[src/rtl/input_port_pkg.sv]
// Shared types for the CPU input port: FIFO operation encoding used by the
// occupancy update in sync_fifo.
package input_port_pkg;

    typedef enum logic [1:0] {
        FIFO_IDLE = 2'b00,
        FIFO_PUSH = 2'b01,
        FIFO_POP  = 2'b10,
        FIFO_BOTH = 2'b11
    } fifo_op_e;

    function automatic fifo_op_e fifo_op(input logic push, input logic pop);
        return fifo_op_e'({pop, push});
    endfunction

endpackage

[src/rtl/input_port_sync_fifo.sv]
// Synchronous FIFO: storage array, wrapping pointers and an occupancy count.
// Callers must only push when not full and only pop when not empty.
module sync_fifo
    import input_port_pkg::*;
#(
    parameter int WIDTH = 8,
    parameter int DEPTH = 4,
    localparam int COUNT_WIDTH = $clog2(DEPTH + 1),
    localparam int PTR_WIDTH = $clog2(DEPTH)
) (
    input  logic                   clk,
    input  logic                   rst_n,
    input  logic                   push,
    input  logic [WIDTH-1:0]       push_data,
    input  logic                   pop,
    output logic [WIDTH-1:0]       head,
    output logic [COUNT_WIDTH-1:0] count,
    output logic [COUNT_WIDTH-1:0] count_next
);

    logic [WIDTH-1:0]     mem [DEPTH];
    logic [PTR_WIDTH-1:0] wr_ptr;
    logic [PTR_WIDTH-1:0] rd_ptr;

    // Storage is deliberately left out of reset; only pointers and count matter.
    always_ff @(posedge clk) begin
        if (push) begin
            mem[wr_ptr] <= push_data;
        end
    end

    always_comb begin
        count_next = count;
        unique case (fifo_op(push, pop))
            FIFO_PUSH: count_next = count + 1'b1;
            FIFO_POP:  count_next = count - 1'b1;
            default:   count_next = count;
        endcase
    end

    always_ff @(posedge clk or negedge rst_n) begin
        if (!rst_n) begin
            wr_ptr <= '0;
            rd_ptr <= '0;
            count  <= '0;
        end else begin
            if (push) begin
                wr_ptr <= wr_ptr + 1'b1;
            end
            if (pop) begin
                rd_ptr <= rd_ptr + 1'b1;
            end
            count <= count_next;
        end
    end

    assign head = mem[rd_ptr];

endmodule

[src/rtl/input_port.sv]
// CPU input peripheral: producer-side valid/ready handshake into a FIFO that
// the CPU drains onto the bus with a clk_en-qualified read strobe.
module input_port
    import input_port_pkg::*;
#(
    parameter int WIDTH = 8,
    parameter int DEPTH = 4,
    localparam int COUNT_WIDTH = $clog2(DEPTH + 1)
) (
    input  logic                   clk,
    input  logic                   rst_n,
    input  logic                   clk_en,
    input  logic                   i_valid,
    input  logic [WIDTH-1:0]       i_data,
    output logic                   o_ready,
    input  logic                   i_read,
    output logic [WIDTH-1:0]       o_data,
    output logic                   o_avail,
    output logic [COUNT_WIDTH-1:0] o_count,
    output logic                   o_underflow
);

    localparam logic [COUNT_WIDTH-1:0] FULL_COUNT = COUNT_WIDTH'(DEPTH);

    logic                   push;
    logic                   pop;
    logic                   read_strobe;
    logic [WIDTH-1:0]       head;
    logic [COUNT_WIDTH-1:0] count;
    logic [COUNT_WIDTH-1:0] count_next;

    assign read_strobe = clk_en && i_read;
    assign push        = i_valid && o_ready;
    // A read against an empty FIFO never pops, even if a push lands the same edge.
    assign pop         = read_strobe && o_avail;

    sync_fifo #(
        .WIDTH(WIDTH),
        .DEPTH(DEPTH)
    ) u_fifo (
        .clk       (clk),
        .rst_n     (rst_n),
        .push      (push),
        .push_data (i_data),
        .pop       (pop),
        .head      (head),
        .count     (count),
        .count_next(count_next)
    );

    always_ff @(posedge clk or negedge rst_n) begin
        if (!rst_n) begin
            o_ready     <= 1'b0;
            o_underflow <= 1'b0;
        end else begin
            o_ready <= (count_next < FULL_COUNT);
            if (read_strobe && !o_avail) begin
                o_underflow <= 1'b1;
            end
        end
    end

    assign o_avail = (count != '0);
    assign o_data  = o_avail ? head : '0;
    assign o_count = count;

endmodule

[config.mk]
export PLATFORM = sky130hd
export DESIGN_NAME = input_port
export DESIGN_NICKNAME = d
export VERILOG_FILES = /design/src/rtl/input_port_pkg.sv /design/src/rtl/input_port_sync_fifo.sv /design/src/rtl/input_port.sv
export SDC_FILE = /design/constraint.sdc
export NUM_CORES = 1
export LEC_CHECK = 0
export CAP_MARGIN = 20
export CORE_MARGIN = 2
export CORE_UTILIZATION = 48
export DETAILED_ROUTE_END_ITERATION = 6
export PLACE_DENSITY = 0.73
export SYNTH_ARGS = -nofsm -noshare
export SYNTH_HDL_FRONTEND = slang
export SYNTH_SLANG_ARGS = --single-unit
[constraint.sdc]
create_clock -name clk -period 6.6 [get_ports clk]
set_clock_uncertainty 0.15 [all_clocks]
set_input_delay 1.32 -clock clk [delete_from_list [all_inputs] [get_ports clk]]
set_output_delay 1.32 -clock clk [all_outputs]
set_load 0.01 [all_outputs]
==> flow_summary.ini <==
[outcome]
status = finished, final reports clean

[worst_setup_path]
crit_end = o_data[2]
arrival_ns = 2.29
r2r_slack_ns = 4.06
critPathLaunchType = register
slowest_stage = dfrtp_1
crit_path_max_fanout = 10
crit_path_cell_trace = mux4_2 > and2_1 > clkdlybuf4s50_1
cp-startpoint = u_fifo.rd_ptr[0]$_DFFE_PN0P_
cp-end-kind = output port
path_class = register to output port
rr_worst_depth = 7
required_ns = 5.13
critical-path-max-stage-delay_ns = 0.72

[placed_design]
dp.final_hpwl_um = 1860
place_ws_ns = 3.18
gp_congestion = 0.672
io_buffers = 26

[floorplan]
ioPinCount = 27
start_util_pct = 50.2
die_w_um = 63.1
rows = 21
die_area_um2 = 3980
die_y_um = 63.1
core_um2 = 3340

[sta]
finalSetupViolCount = 0
fin_ws_ns = 2.84
hold_viol = 0
tightest_slew_ns = 0.566
setup_tns_ns = 0
drv_slew = 0
period_needed_ns = 3.76
max_freq_mhz = 266
post-route-period-util_pct = 57.0
max_slew_margin_pct = 62.3
rsz0062_at_grt = no

[clocking]
root_buffer = clkbuf_4
cts_tree = yes
path_clk_slew_ns = 0.12
cts_buffer_depth = 2
postCtsSetupBuffers = 0
cts_resized = 0
cts.sinks = 41
clk_latency_ns = 0.34
ctsHoldBuffers = 0
cts_buffers = 5
htree_levels = 2

[global_route]
grt_pass1_vias = 930
grt_util_all_layers_pct = 15.2
antenna_found_initial = 0
grt_overflow = 0
grt_pass1_wl_um = 4450
grt_max_degree = 14

[min_path]
hp-class = register to register

[pwr]
p_leak_nw = 0.726
cellPowerDensity_nw_per_um2 = 430
vdd_drop_max_v = 0.000208

[detailed_routing]
wirelength_um = 2640
route.vias.total = 845
drt-met1-wl_um = 1100
wl_per_cell_um = 16.0
drt_iter0_drc = 12
wl_met2_um = 1390
dr.pass1.iters = 4
wl_met3_um = 96
avgViaCountPerCell = 5.12
top_layer = met4
antenna_left = 0
drc = 0

[layout]
antenna_cells = 0
nets = 137
syn_to_final_growth_pct = 22.4
drive_above_1_share_pct = 14.3

[synth]
ys_warn_count = 0
synth-seq-area-share_pct = 70.9
yosys-top-cells-count = edfxtp_1, dfrtp_1, and2_1, mux4_2
yosysMostFrequentCell = edfxtp_1
synth_ff_type = edfxtp_1
async_flop_share_pct = 22.0
synth-seq-cells = 41
yosysTopAreaCellShare_pct = 57.4
synth_edf_count = 32
ys_top_cells_by_area = edfxtp_1, dfrtp_1, mux4_2, ha_1, and2_1
syn_inst = 88
syn_avg_cell_area_um2 = 19.0
synth_largest_area_cell = edfxtp_1
syn_nets = 107
synth_cell_types = 20
syn_area_um2 = 1670

[job]
max-cap-violations = 0
==> worst max-delay path: cells and delay by family (launching register included) <==
family / cells / cell delay [ns]
DFF: 1 / 0.72
muxes: 1 / 0.58
buffers and inverters: 1 / 0.47
and+or+nand+nor: 1 / 0.17
==> cells in the final DEF (no fill, tap or decap), drive strengths merged, types with 2 or more instances in the layout <==
| master | instances |
|---|---|
| edfxtp | 32 |
| nand2 | 2 |
| dfrtp | 9 |
| and2 | 8 |
| clkbuf | 5 |
| mux4 | 8 |
| and3 | 4 |
| xnor2 | 5 |
| mux2 | 2 |
| ha | 5 |
| xor2 | 2 |
| inv | 2 |
| clkdlybuf4s50 | 26 |
==> worst min path at each step <==
stage | startpoint | end | slack [ns] | depth (start not counted)
after CTS | o_underflow$_DFFE_PN0P_ | o_underflow$_DFFE_PN0P_ | 0.35 | 1
after global routing | o_underflow$_DFFE_PN0P_ | o_underflow$_DFFE_PN0P_ | 0.38 | 1
after floorplan | u_fifo.wr_ptr[0]$_DFFE_PN0P_ | u_fifo.wr_ptr[0]$_DFFE_PN0P_ | 0.35 | 1
after global placement | o_underflow$_DFFE_PN0P_ | o_underflow$_DFFE_PN0P_ | 0.31 | 1
after detailed placement | o_underflow$_DFFE_PN0P_ | o_underflow$_DFFE_PN0P_ | 0.32 | 1
final | o_underflow$_DFFE_PN0P_ | o_underflow$_DFFE_PN0P_ | 0.35 | 1
==> cell families after synthesis <==
| logic type | count (synthesis) | share of synthesized area (%) |
|---|---|---|
| buffers and inverters | 5 | 1.72 |
| XOR/XNOR | 7 | 3.66 |
| multiplexers | 10 | 12.1 |
| AO/OA/AOI/OAI | 1 | 0.449 |
| AND/OR/NAND/NOR | 18 | 6.28 |
| adder cells (fa/ha/maj) | 6 | 4.93 |
| flip-flops | 41 | 70.9 |
==> area by class of cell <==
cell class / count / area (um2)
clock buffers: 5 / 37.5
flip-flops and latches: 41 / 1190
well taps: 46 / 57.6
clock inverters: 3 / 41.3
repair buffers: 26 / 260
multi-input cells: 42 / 459
inverters: 2 / 7.51
fillers: 254 / 1290
==> sequential cells by signal (all words and copies together), names as in the netlist, named ones only <==
register / flops
u_fifo.mem: 32
u_fifo.count: 2
u_fifo.rd_ptr: 2
u_fifo.wr_ptr: 2
o_ready: 1
o_underflow: 1
==> stage by stage <==
stage                     utilization [%]  std cells  total power [mW]  hold WS (ns)  instance area (um2)
after floorplan                         -         88             0.589         0.348                 1670
after CTS                            61.4        165             0.894         0.355                 2050
after detailed placement             59.1        157             0.738         0.322                 1970
final                                61.4        165             0.881         0.352                 2050
after global routing                 61.4        165             0.935         0.382                 2050
after global placement               59.1        157             0.724         0.312                 1970
==> report_power, final <==
part / switching, mW / total [mW] / leakage (nW) / internal, mW
logic: 0.119 / 0.324 / 0.294 / 0.204
clock network: 0.0795 / 0.158 / 0.0389 / 0.0784
registers: 0.0603 / 0.399 / 0.394 / 0.339
==> metal layers <==
| layer | GRT usage (%) | vias to the layer above |
|---|---|---|
| met3 | 3.93 | 5 |
| met5 | 0 | - |
| met2 | 26.2 | 19 |
| met1 | 17.3 | 428 |
| met4 | 8.33 | 0 |
| li1 | - | 393 |
No activity file was read; power rests on OpenSTA's default activity.
